### config.mk
export PLATFORM = sky130hd
export DESIGN_NAME = seven_segment_digit_decoder
export DESIGN_NICKNAME = d
export VERILOG_FILES = /design/src/rtl/seven_segment_pkg.sv /design/src/rtl/seven_segment_digit_decoder_mac.sv /design/src/rtl/seven_segment_digit_decoder.sv
export SDC_FILE = /design/constraint.sdc
export NUM_CORES = 1
export LEC_CHECK = 0
export ABC_AREA = 1
export BUFFER_PORTS_ARGS = -buffer_cell sky130_fd_sc_hd__buf_4
export CAP_MARGIN = 20
export CORE_MARGIN = 4
export CORE_UTILIZATION = 60
export DETAILED_ROUTE_END_ITERATION = 12
export PLACE_DENSITY = 0.81
export SLEW_MARGIN = 40
export SYNTH_ARGS = -nofsm -noshare
export SYNTH_HDL_FRONTEND = slang
export SYNTH_HIERARCHICAL = 1
export SYNTH_SLANG_ARGS = --single-unit
export TNS_END_PERCENT = 30
### constraint.sdc
create_clock -name clock -period 6.45 [get_ports clock]
set_input_delay 0.645 -clock clock [delete_from_list [all_inputs] [get_ports clock]]
set_output_delay 0.645 -clock clock [all_outputs]
set_load 0.01 [all_outputs]
### src/rtl/seven_segment_pkg.sv
// -----------------------------------------------------------------------------
// seven_segment_pkg
// Shared definitions for the six-digit decimal display path. The display
// parser and the digit decoder both take BLANK_CODE from here so the two
// directions agree on what "blank" means.
// Contents:
//   DIGIT_COUNT, VALUE_WIDTH, ACC_WIDTH, BLANK_CODE  - sizing and code points
//   digit_code_t, digit_array_t                      - digit code containers
//   decoder_state_t                                  - decoder FSM states
//   code_to_digit()                                  - code -> decimal weight
//   digit_set_error()                                - malformed-set detector
// -----------------------------------------------------------------------------
package seven_segment_pkg;

    localparam int DIGIT_COUNT = 6;
    localparam int VALUE_WIDTH = 20;
    // Six decimal digits need 20 bits; 24 leaves headroom for the x10 step.
    localparam int ACC_WIDTH   = 24;
    localparam logic [3:0] BLANK_CODE = 4'd10;

    typedef logic [3:0] digit_code_t;
    typedef digit_code_t [DIGIT_COUNT-1:0] digit_array_t;

    typedef enum logic [1:0] {
        IDLE    = 2'd0,
        CONVERT = 2'd1,
        DONE    = 2'd2
    } decoder_state_t;

    // Blank and invalid codes carry no weight; only 0-9 pass through.
    function automatic logic [3:0] code_to_digit(input digit_code_t code);
        logic [3:0] digit;
        if (code <= 4'd9) begin
            digit = code;
        end else begin
            digit = 4'd0;
        end
        return digit;
    endfunction

    // A set is malformed if it holds an invalid code, a blank below a
    // non-blank digit, or a blank in the units position. Scanning from the
    // top, "seen" marks that a real digit has already appeared.
    function automatic logic digit_set_error(input digit_array_t digits);
        logic err;
        logic seen;
        err  = 1'b0;
        seen = 1'b0;
        for (int i = DIGIT_COUNT - 1; i >= 0; i--) begin
            if (digits[i] > BLANK_CODE) begin
                err  = 1'b1;
                seen = 1'b1;
            end else if (digits[i] == BLANK_CODE) begin
                if (seen) begin
                    err = 1'b1;
                end else begin
                    err = err;
                end
            end else begin
                seen = 1'b1;
            end
        end
        if (digits[0] == BLANK_CODE) begin
            err = 1'b1;
        end else begin
            err = err;
        end
        return err;
    endfunction

endpackage

### src/rtl/seven_segment_digit_decoder_mac.sv
// -----------------------------------------------------------------------------
// decimal_mac_step
// One Horner step of the decimal-to-binary conversion: next = acc*10 + digit.
// The multiply is built from two shifts and an add, and the incoming code is
// sanitized so blank/invalid codes add nothing.
// Ports:
//   acc      in   current accumulator
//   code     in   digit code for the position being folded in
//   next_acc out  acc*10 + code_to_digit(code)
// -----------------------------------------------------------------------------
module decimal_mac_step
    import seven_segment_pkg::*;
(
    input  logic [ACC_WIDTH-1:0] acc,
    input  digit_code_t          code,
    output logic [ACC_WIDTH-1:0] next_acc
);

    logic [3:0] digit_s;

    // Multiply by ten as (acc<<3)+(acc<<1) and add the sanitized digit.
    always_comb begin
        digit_s  = code_to_digit(code);
        next_acc = (acc << 3) + (acc << 1) + {{(ACC_WIDTH-4){1'b0}}, digit_s};
    end

endmodule

### src/rtl/seven_segment_digit_decoder.sv
// -----------------------------------------------------------------------------
// seven_segment_digit_decoder
// Turns a six-digit decimal display code set (leading blanks allowed) back
// into a binary value, one digit per clock, most significant digit first.
// Optional build macro: SEVEN_SEGMENT_DIGIT_CHECK_EN - when defined, out_error
// flags malformed sets; when undefined, out_error is tied low.
// Ports:
//   clock      in   system clock, rising edge
//   reset      in   synchronous active-high reset; aborts any conversion
//   in_digits  in   digit codes, index 0 = units
//   in_valid   in   in_digits presented
//   in_ready   out  high only in IDLE and never while reset is high
//   out_value  out  converted value, held through the DONE stall
//   out_error  out  malformed-set flag, qualified by out_valid
//   out_valid  out  result available
//   out_ready  in   consumer takes the result
// -----------------------------------------------------------------------------
module seven_segment_digit_decoder
    import seven_segment_pkg::*;
#(
    parameter int DIGIT_COUNT = 6,
    parameter int VALUE_WIDTH = 20
) (
    input  logic                   clock,
    input  logic                   reset,
    input  digit_array_t           in_digits,
    input  logic                   in_valid,
    output logic                   in_ready,
    output logic [VALUE_WIDTH-1:0] out_value,
    output logic                   out_error,
    output logic                   out_valid,
    input  logic                   out_ready
);

    localparam logic [2:0] LAST_INDEX = 3'(DIGIT_COUNT - 1);

    decoder_state_t         state_r;
    decoder_state_t         next_state_s;
    digit_array_t           digits_r;
    logic [ACC_WIDTH-1:0]   acc_r;
    logic [ACC_WIDTH-1:0]   next_acc_s;
    logic [2:0]             index_r;
    logic [VALUE_WIDTH-1:0] out_value_r;
    logic                   out_error_r;
    logic                   err_s;
    logic                   in_ready_s;
    logic                   out_valid_s;

    decimal_mac_step u_mac (
        .acc      (acc_r),
        .code     (digits_r[index_r]),
        .next_acc (next_acc_s)
    );

`ifdef SEVEN_SEGMENT_DIGIT_CHECK_EN
    // The whole latched set is judged at once when the result is transferred.
    always_comb begin
        err_s = digit_set_error(digits_r);
    end
`else
    // Without the check build, out_error never asserts.
    always_comb begin
        err_s = 1'b0;
    end
`endif

    // FSM state register.
    always_ff @(posedge clock) begin
        if (reset) begin
            state_r <= IDLE;
        end else begin
            state_r <= next_state_s;
        end
    end

    // FSM next-state logic.
    always_comb begin
        next_state_s = state_r;
        case (state_r)
            IDLE: begin
                if (in_valid) begin
                    next_state_s = CONVERT;
                end else begin
                    next_state_s = IDLE;
                end
            end
            CONVERT: begin
                if (index_r == 3'd0) begin
                    next_state_s = DONE;
                end else begin
                    next_state_s = CONVERT;
                end
            end
            DONE: begin
                if (out_ready) begin
                    next_state_s = IDLE;
                end else begin
                    next_state_s = DONE;
                end
            end
            default: begin
                next_state_s = IDLE;
            end
        endcase
    end

    // FSM outputs; in_ready is masked by reset so nothing is accepted then.
    always_comb begin
        in_ready_s  = 1'b0;
        out_valid_s = 1'b0;
        case (state_r)
            IDLE: begin
                in_ready_s  = !reset;
                out_valid_s = 1'b0;
            end
            CONVERT: begin
                in_ready_s  = 1'b0;
                out_valid_s = 1'b0;
            end
            DONE: begin
                in_ready_s  = 1'b0;
                out_valid_s = 1'b1;
            end
            default: begin
                in_ready_s  = 1'b0;
                out_valid_s = 1'b0;
            end
        endcase
    end

    // Datapath: latch digits on accept, fold one digit per CONVERT cycle,
    // transfer the truncated accumulator after the units digit.
    always_ff @(posedge clock) begin
        if (reset) begin
            digits_r    <= '0;
            acc_r       <= '0;
            index_r     <= 3'd0;
            out_value_r <= '0;
            out_error_r <= 1'b0;
        end else begin
            case (state_r)
                IDLE: begin
                    if (in_valid) begin
                        digits_r <= in_digits;
                        acc_r    <= '0;
                        index_r  <= LAST_INDEX;
                    end
                end
                CONVERT: begin
                    acc_r <= next_acc_s;
                    if (index_r == 3'd0) begin
                        out_value_r <= VALUE_WIDTH'(next_acc_s);
                        out_error_r <= err_s;
                    end else begin
                        index_r <= index_r - 3'd1;
                    end
                end
                DONE: begin
                    acc_r <= acc_r;
                end
                default: begin
                    acc_r <= '0;
                end
            endcase
        end
    end

    assign in_ready  = in_ready_s;
    assign out_valid = out_valid_s;
    assign out_value = out_value_r;
    assign out_error = out_error_r;

endmodule

-- Word-level counts from Yosys, hierarchy flattened
Index checks and enable logic that the tools add are counted.
- register bits: 68
- latch bits: 0
- bits in writable memories: 0
- memory bits (read-only): 0
- bits of input ports: 28
- output and inout port bits: 23
- logic and storage cells: 42
- memories kept: 0
- add/subtract/negate cells: 3
- multiply operators: 0
- divide/modulo/power cells: 0
- magnitude comparators: 2
- equal/unequal tests: 4
- shifts and indexed selects: 0
- mux-type cells: 14
- bitwise gates (word level): 1
- reduce and logical (&&, ||, !) cells: 8
- operators by type and width (operator ; number):
    19-bit case mux with 3 select lines ; 1
    20-bit adder ; 1
    20-bit by 4-bit adder with 20-bit output ; 1
    19-bit two-way mux ; 1
    4-bit binary-select mux with 3-bit select ; 1
    4-bit two-way mux ; 2
    3-bit two-way mux ; 2
    2-bit case mux with 3 select lines ; 1
    3-bit case mux with 2 select lines ; 1
    2-bit AND reduction ; 3
    4-bit <= comparator (second input constant) ; 1
    3-bit by 4-bit less-than comparator with 1-bit output (second input constant) ; 1
    2-bit two-way mux ; 2
    2-bit inequality test (second input constant) ; 2
    3-bit logical NOT ; 1
    1-bit two-way mux ; 3
    3-bit AND reduction ; 1
    3-bit by 1-bit subtractor with 3-bit output (second input constant) ; 1
    2-bit by 1-bit equality test with 1-bit output (second input constant) ; 1
    2-bit equality test (second input constant) ; 1
    2-bit logical NOT ; 1
    2-bit nonzero test ; 1
    1-bit logical NOT ; 1
    1-bit inverter ; 1

-- Logic depth before layout (Yosys ltp)
Gate-level depths: netlist of the first run.
- depth after elaboration: 6
- depth in mapped cells: 24
- gate-level depth less buffers: 23

-- By module
Netlist of the first run, hierarchy kept.
- by module, submodules not included (module ; instances ; cells an instance ; area an instance (um^2) ; seq. area each (um^2)):
    seven_segment_digit_decoder ; 1 ; 398 ; 2944.1 ; 1461.4
    decimal_mac_step ; 1 ; 337 ; 1830.5 ; 0.0

-- Least setup slack after synthesis of the first run
No wires, ideal clock.
- path type: register to register
- start: register index_r[0]
- end: register out_value_r[14] (netlist: out_value[14])
- setup time: 0.116 ns
- data arrival time: 2.830 ns
- required time: 6.334 ns
- path slack: 3.504 ns
- stages on the path, launching flop included: 24
- buffers on the path: 1
- period minus slack after synthesis: 2.946 ns
- cell sequence: dfxtp_1 buf_1 nor2_1 nor2_1 nand2_1 nand2_1 nand2_1 nand2_1 o21a_1 nor2_1 ha_1 ha_1 inv_1 fa_1 inv_1 nand3_1 nand3_1 nand2_1 nand3_1 nand2_1 nand3_1 nand2_1 o21ai_0 nor2_1
- longest elaborated chain between the ends: 5
- elaborated cells on any way between the ends: 7
- those cells by class: add/sub (1); order compare (1); mux (3); reduce/logical (2)
- RTL lines (item ; RTL line ; RTL):
    start, declared ; seven_segment_digit_decoder.sv:42 ; logic [2:0] index_r;
    start signal, assigned ; seven_segment_digit_decoder.sv:155 ; index_r <= index_r - 3'd1;
    4-bit binary-select mux with 3-bit select (*) ; seven_segment_digit_decoder.sv:51 ; .code (digits_r[index_r]),
    4-bit two-way mux (not written as such) (*) ; seven_segment_digit_decoder.sv:51 ;
    4-bit <= comparator ; seven_segment_pkg.sv:33 ; if (code <= 4'd9) begin
    4-bit two-way mux (*) ; seven_segment_pkg.sv:33 ;
    20-bit by 4-bit adder with 20-bit output (*) ; seven_segment_digit_decoder_mac.sv:24 ; next_acc = (acc << 3) + (acc << 1) + {{(ACC_WIDTH-4){1'b0}}, digit_s};
    net next_acc_s[14] ; seven_segment_digit_decoder.sv:41 ; logic [ACC_WIDTH-1:0] next_acc_s;
    end signal, assigned ; seven_segment_digit_decoder.sv:152 ; out_value_r <= VALUE_WIDTH'(next_acc_s);
    end, declared ; seven_segment_digit_decoder.sv:43 ; logic [VALUE_WIDTH-1:0] out_value_r;
The timed path passes the listed nets; every way through them passes the cells marked *. The select of a mux whose other input is x is not followed.
A chain may end at the register's enable or synchronous reset.

-- Final worst setup path of the first run
Ends and elaborated chain as after synthesis.

==> flow_summary_export.csv, run 1 <==
group,metric,value,unit
run_status,status,"finished, final reports clean",
timing,skew,0.00899,ns
grt,antenna_found_initial,0,
setup_path,cp.arrival,3.85,ns
detailed_routing,drc,0,
detailed_routing,ant_nets,0,
detailed_routing,via_per_inst,5.14,
place,dpl.cell_count,754,
floorplanning,fp.dieArea,8410,um2
power_and_ir_drop,leakagePower,2.48,nW
setup_path,cp_slowest_stage_delay,0.77,ns
clocking,cts_buffers,9,
setup_path,cp-end-kind,"flop",
cells_and_area,most-common-layout-cells,"164 x nand2_1, 122 x nor2_1, 71 x inv_1, 68 x dfxtp_1, 49 x buf_4",
grt,grt_pass1_wl,17100,um
clocking,cts-htree-levels,3,
detailed_routing,vias,3957,
floorplanning,ios,51,
setup_path,crit_required,6.68,ns
timing,worst_pin_slew,0.688,ns
grt,grt-ovfl-total,0,
grt,grtUsageTotal,24.7,%
setup_path,cp.buffers_inverters,3,
cells_and_area,drive_gt1_share,12.9,%
detailed_routing,routed_wl,9960,um
cells_and_area,final_core_util,70.5,%
power_and_ir_drop,peakVddDrop,0.000141,V
place,dpl_cell_area,4550,um2
cells_and_area,multi_input_area,2410,um2
detailed_routing,drt_first_pass_iters,5,
setup_path,crit_type,"flop to flop",
hold_path,hold_path.class,"flop to flop",
synth,syn_inst,632,
setup_path,worst_path_most_repeated_cell,"nand3_1",
cells_and_area,fin_cells,770,
setup_path,crit_slowest_cell,"dfxtp_1",
detailed_routing,drt-wirelength-per-cell,12.9,um
detailed_routing,first_iter_violations,206,
timing,finalHoldViolations,0,
floorplanning,rows,30,
clocking,cts.sinks,68,
clocking,cts_resized,0,
timing,fmax,276,MHz
cells_and_area,fin_nets,737,
setup_path,path_cells,"inv_1 > o21a_1 > o21ai_0 > nand2_1 > inv_1 > nand3_1 > fa_1 > fa_1 > inv_1 > nand3_1 > nand3_1 > nand2_1 > nand3_1 > nand2_1 > nand3_1 > nand2_1 > o21ai_0 > nor2_1",
timing,fin_crit,3.62,ns
timing,finalSetupViolations,0,
cells_and_area,antenna_cells,0,
place,hpwl,7180,um
place,place_congestion,0.942,
setup_path,worstSetupStartpointType,"flop",
place,post-place-ws,2.89,ns
floorplanning,die_w,91.7,um
cells_and_area,mostFrequentLayoutCell,"nand2_1",
clocking,cts_tree,"done",
setup_path,cp_max_fo,22,
timing,fin_ws,2.83,ns
synth,synth_nets,700,
timing,tns,0,ns
clocking,post-cts-setup-buffers,0,
synth,ys_warn_count,6,
grt,grt_pass1_vias,3754,
setup_path,crit_family,"adder cells",
place,numPortBuffers,49,
cells_and_area,final-seq-area,1360,um2
clocking,clk_pin_slew,0.08,ns
cells_and_area,synthToLayoutAreaGrowth,13.8,%
clocking,insertion_delay,0.34,ns
power_and_ir_drop,p_per_area,241,nW/um2
run,drv_cap,0,
floorplanning,die_h,91.7,um
synth,syn_avg_cell_area,6.66,um2
floorplanning,core-area,6790,um2
clocking,cts_root_buf,"clkbuf_8",
clocking,cts_hold_buf,0,
cells_and_area,fillCellCount,592,
clocking,clockBufferDepth,2,
timing,rsz0062_at_grt,"false",
timing,fin_crit_sh,56.1,%
grt,grt_max_degree,48,
synth,syn-cell-area,4210,um2
floorplanning,initial_utilization,61.9,%
cells_and_area,design_area,4790,um2
timing,relSlewSlack,54.1,%
timing,drv_slew,0,
[stage by stage]
stage / hold WS, ns / power, W
5_1_grt: 0.497 / 0.00122
6_report: 0.467 / 0.00115
4_1_cts: 0.468 / 0.00116
3_5_place_dp: 0.455 / 0.000733
2_1_floorplan: 0.429 / 0.000664
3_3_place_gp: 0.451 / 0.000724
[cell type report]
type	count	share of cell area, %
clock buffers	10	2.67
clock inverters	6	2.35
inverters	76	6.01
multi-input cells	465	50.3
flip-flops and latches	68	28.4
well taps	96	2.51
repair buffers	49	7.68
[registers in the layout, indices dropped and copies added, names as in the netlist]
name	cells
index_r	3
state_r	2
acc_r	19
out_value	20
digits_r	24
[path summary, 6_finish.rpt]
kind | cells past startpoint | to | from | slack, ns
worst max-delay path | 18 | out_value[14]$_SDFFE_PP0P_ | index_r[0]$_SDFFE_PP0P_ | 2.83
worst min-delay path | 2 | digits_r[6]$_SDFFE_PP0P_ | digits_r[6]$_SDFFE_PP0P_ | 0.47
worst max register to register | 18 | out_value[14]$_SDFFE_PP0P_ | index_r[0]$_SDFFE_PP0P_ | 2.83
worst min register to register | 2 | digits_r[6]$_SDFFE_PP0P_ | digits_r[6]$_SDFFE_PP0P_ | 0.47
[report_power, final]
part | internal [W] | switching [W]
logic | 0.0000945 | 0.000148
clock network | 0.000258 | 0.000169
registers | 0.000456 | 0.0000280
total | 0.000808 | 0.000345
[tightest hold or removal path, delay by kind of cell (launching register included)]
family / cells / cell delay (ns)
buffers and inverters: 1 / 0.06
AOI/OAI and AO/OA: 1 / 0.06
DFF: 1 / 0.30
[per-layer routing]
metal	vias up	wire length, um	track usage, %
met4	0	138	9.03
met1	1794	4600	30.8
met2	102	4620	41.6
met3	17	597	5.82
met5	-	0	0
li1	2044	-	-
(Power assumes the default switching activity.)
==> run 2, diff against run 1 <==
==> constraint.sdc (replaced) <==
create_clock -name clock -period 3.7 [get_ports clock]
set_input_delay 0.37 -clock clock [delete_from_list [all_inputs] [get_ports clock]]
set_output_delay 0.37 -clock clock [all_outputs]
set_load 0.01 [all_outputs]
==> flow_summary_export.csv, run 2 (synthesis gave the netlist of run 1 again) <==
group,metric,value,unit
run_status,status,"finished, final reports clean",
detailed_routing,drc,0,
floorplanning,rows,30,
detailed_routing,drt-wirelength-per-cell,12.7,um
floorplanning,die_w,91.7,um
clocking,clockBufferDepth,2,
grt,grtUsageTotal,24.0,%
setup_path,cp_slowest_stage_delay,0.48,ns
setup_path,worst_path_most_repeated_cell,"nand2_1",
timing,fin_crit_sh,89.1,%
detailed_routing,first_iter_violations,201,
detailed_routing,via_per_inst,5.11,
cells_and_area,fin_nets,738,
clocking,post-cts-setup-buffers,0,
cells_and_area,fin_cells,771,
floorplanning,initial_utilization,61.9,%
place,place_congestion,0.930,
place,hpwl,7240,um
hold_path,min_from,"in_digits[11]",
place,post-place-ws,0.431,ns
cells_and_area,regMostFlops,"digits_r",
hold_path,hold_path.class,"primary input to flop",
detailed_routing,vias,3940,
detailed_routing,routed_wl,9820,um
floorplanning,ios,51,
setup_path,path_cells,"buf_4 > nor2_1 > nor2_1 > nand2_1 > nand2_1 > nand2_1 > nand2_1 > o21a_1 > nor2_1 > ha_1 > ha_1 > inv_1 > fa_1 > inv_1 > nand3_1 > nand3_1 > nand2_1 > nand3_1 > nand2_1 > nand2_1 > nand2_1 > nand2_1 > nand2_1 > a21oi_1",
power_and_ir_drop,peakVddDrop,0.000268,V
setup_path,cp.arrival,3.57,ns
floorplanning,core-area,6790,um2
clocking,cts-htree-levels,3,
cells_and_area,mostFrequentLayoutCell,"nand2_1",
clocking,clk_pin_slew,0.08,ns
power_and_ir_drop,leakagePower,2.46,nW
setup_path,crit_slowest_cell,"dfxtp_1",
detailed_routing,ant_nets,0,
clocking,cts_resized,0,
cells_and_area,synthToLayoutAreaGrowth,12.8,%
timing,finalHoldViolations,0,
place,dpl.cell_count,755,
setup_path,cp.buffers_inverters,3,
timing,relSlewSlack,53.3,%
clocking,insertion_delay,0.35,ns
timing,fin_ws,0.404,ns
grt,antenna_found_initial,0,
clocking,cts.sinks,68,
setup_path,cp-startpoint,"index_r[0]$_SDFFE_PP0P_",
clocking,cts_hold_buf,0,
clocking,cts_buffers,9,
run,drv_cap,0,
timing,tns,0,ns
power_and_ir_drop,p_per_area,395,nW/um2
timing,worst_pin_slew,0.699,ns
setup_path,cp_max_fo,13,
timing,skew,0.00931,ns
floorplanning,die_h,91.7,um
setup_path,r2r-start,"index_r[0]$_SDFFE_PP0P_",
clocking,cts_tree,"done",
timing,fin_crit,3.30,ns
cells_and_area,antenna_cells,0,
setup_path,crit_family,"simple AND/OR/NAND/NOR gates",
cells_and_area,fillCellCount,587,
timing,rsz0062_at_grt,"false",
grt,grt_pass1_vias,3573,
setup_path,worstSetupStartpointType,"flop",
setup_path,crit_required,3.98,ns
setup_path,cp-end-kind,"flop",
detailed_routing,drt_first_pass_iters,5,
grt,grt-ovfl-total,0,
timing,drv_slew,0,
cells_and_area,most-common-layout-cells,"164 x nand2_1, 122 x nor2_1, 71 x inv_1, 68 x dfxtp_1, 50 x buf_4",
cells_and_area,largest_reg_flops,24,
timing,fmax,303,MHz
timing,whs,0.267,ns
floorplanning,fp.dieArea,8410,um2
place,numPortBuffers,49,
cells_and_area,drive_gt1_share,13.0,%
setup_path,crit_type,"flop to flop",
grt,grt_pass1_wl,16500,um
timing,finalSetupViolations,0,
clocking,cts_root_buf,"clkbuf_8",
grt,grt_max_degree,48,
==> run 2: worst paths after layout <==
| check | endpoint | slack [ns] | cells after the start |
|---|---|---|---|
| max reg2reg | acc_r[18]$_SDFFE_PP0P_ | 0.40 | 24 |
| max | acc_r[18]$_SDFFE_PP0P_ | 0.40 | 24 |
| min | digits_r[11]$_SDFFE_PP0P_ | 0.27 | 3 |
| min reg2reg | digits_r[4]$_SDFFE_PP0P_ | 0.47 | 2 |
==> run 2: per-layer routing <==
| layer | vias to the layer above | share of wire, % | GRT usage [%] |
|---|---|---|---|
| met1 | 1784 | 47 | 32.4 |
| met4 | 0 | 1.5 | 7.80 |
| met3 | 14 | 5.0 | 4.84 |
| li1 | 2044 | - | - |
| met5 | - | 0 | 0 |
| met2 | 98 | 47 | 38.6 |
==> run 2: layout make-up <==
cell class              instances  area (um2)  share of cell area, %
multi-input cells             465        2410                   50.8
flip-flops and latches         68        1360                   28.7
repair buffers                 50         375                   7.91
inverters                      76         288                   6.06
clock buffers                  10         128                   2.69
well taps                      96         120                   2.53
clock inverters                 6        65.1                   1.37
==> run 2: worst reg2reg max path, stage by stage, from the launching register on <==
cell and delay, ns:
dfxtp_1 0.48, buf_4 0.24, nor2_1 0.06, nor2_1 0.08, nand2_1 0.05, nand2_1 0.06, nand2_1 0.04, nand2_1 0.10
o21a_1 0.15, nor2_1 0.05, ha_1 0.27, ha_1 0.19, inv_1 0.06, fa_1 0.42, inv_1 0.10, nand3_1 0.06
nand3_1 0.11, nand2_1 0.07, nand3_1 0.11, nand2_1 0.10, nand2_1 0.07, nand2_1 0.04, nand2_1 0.07, nand2_1 0.06
a21oi_1 0.14
==> run 2: through the flow <==
| stage | cell area, um2 | utilization (%) | power (W) |
|---|---|---|---|
| 2_1_floorplan | 4210 | - | 0.00116 |
| 3_3_place_gp | 4550 | 67.0 | 0.00127 |
| 3_5_place_dp | 4550 | 67.0 | 0.00128 |
| 4_1_cts | 4750 | 69.9 | 0.00188 |
| 5_1_grt | 4750 | 69.9 | 0.00199 |
| 6_report | 4750 | 69.9 | 0.00188 |
==> run 2: power by group <==
| part | internal, W | switching (W) | total [W] |
|---|---|---|---|
| sequential | 0.000795 | 0.0000436 | 0.000839 |
| clock | 0.000311 | 0.000297 | 0.000608 |
| combinational | 0.000167 | 0.000262 | 0.000429 |
==> run 3, diff against run 2 <==
--- a/config.mk
+++ b/config.mk
@@ -6,12 +6,13 @@
 export NUM_CORES = 1
 export LEC_CHECK = 0
 export ABC_AREA = 1
-export BUFFER_PORTS_ARGS = -buffer_cell sky130_fd_sc_hd__buf_4
 export CAP_MARGIN = 20
-export CORE_MARGIN = 4
+export CORE_MARGIN = 2
 export CORE_UTILIZATION = 60
 export DETAILED_ROUTE_END_ITERATION = 12
-export PLACE_DENSITY = 0.81
+export DONT_BUFFER_PORTS = 1
+export PLACE_DENSITY = 0.76
+export RECOVER_POWER = 25
 export SLEW_MARGIN = 40
 export SYNTH_ARGS = -nofsm -noshare
 export SYNTH_HDL_FRONTEND = slang
==> flow_summary_export.csv, run 3 (synthesis gave the netlist of run 1 again) <==
group,metric,value,unit
timing,skew,0.0110,ns
power_and_ir_drop,leakagePower,2.21,nW
detailed_routing,ant_nets,0,
clocking,cts_hold_buf,0,
timing,worst_pin_slew,1.05,ns
detailed_routing,via_per_inst,5.14,
cells_and_area,regMostFlops,"digits_r",
floorplanning,rows,30,
grt,grt_pass1_vias,3443,
setup_path,r2r_cells,24,
cells_and_area,drive_gt1_share,6.07,%
detailed_routing,routed_wl,9340,um
cells_and_area,fin_nets,689,
timing,fmax,303,MHz
floorplanning,initial_utilization,61.9,%
setup_path,crit_path_end,"acc_r[14]$_SDFFE_PP0P_",
power_and_ir_drop,p_per_area,413,nW/um2
floorplanning,ios,51,
detailed_routing,drc,0,
timing,fin_crit,3.30,ns
place,hpwl,6970,um
timing,finalSetupViolations,0,
clocking,cts_tree,"done",
grt,grt_pass1_wl,15400,um
setup_path,cp_max_fo,15,
detailed_routing,drt-wirelength-per-cell,12.9,um
setup_path,cp.arrival,3.58,ns
clocking,post-cts-setup-buffers,0,
setup_path,ff2ff_setup_slack,0.40,ns
setup_path,cp-end-kind,"flop",
timing,relSlewSlack,30.0,%
clocking,clk_pin_slew,0.08,ns
timing,fin_crit_sh,89.3,%
setup_path,r2r-start,"index_r[0]$_SDFFE_PP0P_",
floorplanning,fp.dieArea,7700,um2
setup_path,cp-startpoint,"index_r[0]$_SDFFE_PP0P_",
hold_path,hold_path.class,"primary input to flop",
timing,rsz0062_at_grt,"false",
detailed_routing,vias,3708,
cells_and_area,mostFrequentLayoutCell,"nand2_1",
setup_path,crit_type,"flop to flop",
timing,tns,0,ns
cells_and_area,largest_reg_flops,24,
grt,antenna_found_initial,0,
clocking,cts_buffers,9,
clocking,cts_root_buf,"clkbuf_8",
cells_and_area,synthToLayoutAreaGrowth,3.84,%
timing,drv_slew,0,
cells_and_area,fillCellCount,613,
grt,grtUsageTotal,25.4,%
grt,grt_max_degree,48,
place,numPortBuffers,0,
setup_path,worstSetupStartpointType,"flop",
detailed_routing,first_iter_violations,255,
cells_and_area,antenna_cells,0,
power_and_ir_drop,peakVddDrop,0.000266,V
place,post-place-ws,0.284,ns
timing,finalHoldViolations,0,
clocking,cts-htree-levels,3,
timing,fin_ws,0.396,ns
floorplanning,core-area,6790,um2
run,drv_cap,0,
cells_and_area,most-common-layout-cells,"164 x nand2_1, 122 x nor2_1, 72 x inv_1, 67 x dfxtp_1, 42 x o21ai_0",
floorplanning,die_h,87.7,um
grt,grt-ovfl-total,0,
floorplanning,die_w,87.7,um
setup_path,reg2reg_to,"acc_r[14]$_SDFFE_PP0P_",
place,place_congestion,0.962,
clocking,cts.sinks,68,
detailed_routing,drt_first_pass_iters,5,
clocking,clockBufferDepth,2,
setup_path,crit_required,3.97,ns
run_status,status,"finished, final reports clean",
clocking,insertion_delay,0.34,ns
[run 3: layout make-up]
cell class	count	area (um2)	area share (%)
repair buffers	1	7.51	0.172
clock inverters	6	65.1	1.49
flip-flops and latches	68	1360	31.2
clock buffers	10	128	2.92
inverters	76	288	6.59
multi-input cells	465	2400	54.9
well taps	96	120	2.75
[run 3: critical path, cell delays in order, from the launching register on]
cell and delay, ns:
dfxtp_2 0.48, buf_4 0.20, nor2_1 0.05, nor2_1 0.10, nand2_1 0.06, nand2_1 0.08
nand2_1 0.06, nand2_1 0.08, o21a_1 0.15, nor2_1 0.05, ha_1 0.27, ha_1 0.18
inv_1 0.06, fa_1 0.42, inv_1 0.10, nand3_1 0.07, nand3_1 0.13, nand2_1 0.06
nand3_1 0.14, nand2_1 0.10, nand2_1 0.07, nand2_1 0.04, nand2_1 0.06, nand2_1 0.06
a21oi_1 0.15
[run 3: how the worst min path moves through the flow]
stage                                         start                   endpoint  slack [ns]  cells past startpoint
final                                         reset     acc_r[18]$_SDFFE_PP0P_        0.09                      1
after floorplan           digits_r[12]$_SDFFE_PP0P_  digits_r[12]$_SDFFE_PP0P_        0.43                      2
after global placement                        reset      acc_r[0]$_SDFFE_PP0P_        0.44                      1
after detailed placement                      reset      acc_r[0]$_SDFFE_PP0P_        0.44                      1
after global routing                          reset      state_r[0]$_SDFF_PP0_        0.07                      1
after CTS                                     reset     acc_r[18]$_SDFFE_PP0P_        0.08                      1
[run 3: repair_timing]
item | in CTS | in global routing
hold endpoints to repair | 0 | 0
setup endpoints to repair | 0 | 6
resized for setup | 0 | 1
[run 3: power by group]
group	internal, W	switching (W)	total (W)
combinational	0.000119	0.000226	0.000345
clock	0.000312	0.000294	0.000606
sequential	0.000795	0.0000592	0.000855
total	0.00123	0.000580	0.00181
[run 3: stage by stage]
stage               hold WS (ns)  total power (W)  instances  utilization (%)  instance area, um2
finish                    0.0885          0.00181        722             64.3                4370
CTS                       0.0765          0.00182        722             64.5                4380
global route              0.0653          0.00191        722             64.3                4370
floorplan                  0.429          0.00116        632                -                4210
global placement           0.439          0.00120        706             61.6                4190
detailed placement         0.440          0.00122        706             61.6                4190
[run 3: layer usage]
metal | vias to the layer above | GRT usage [%] | share of wire [%]
met5 | - | 0 | 0
met4 | 0 | 7.69 | 0.91
met3 | 8 | 5.00 | 6.5
met2 | 92 | 42.5 | 47
met1 | 1666 | 33.2 | 46
li1 | 1942 | - | -
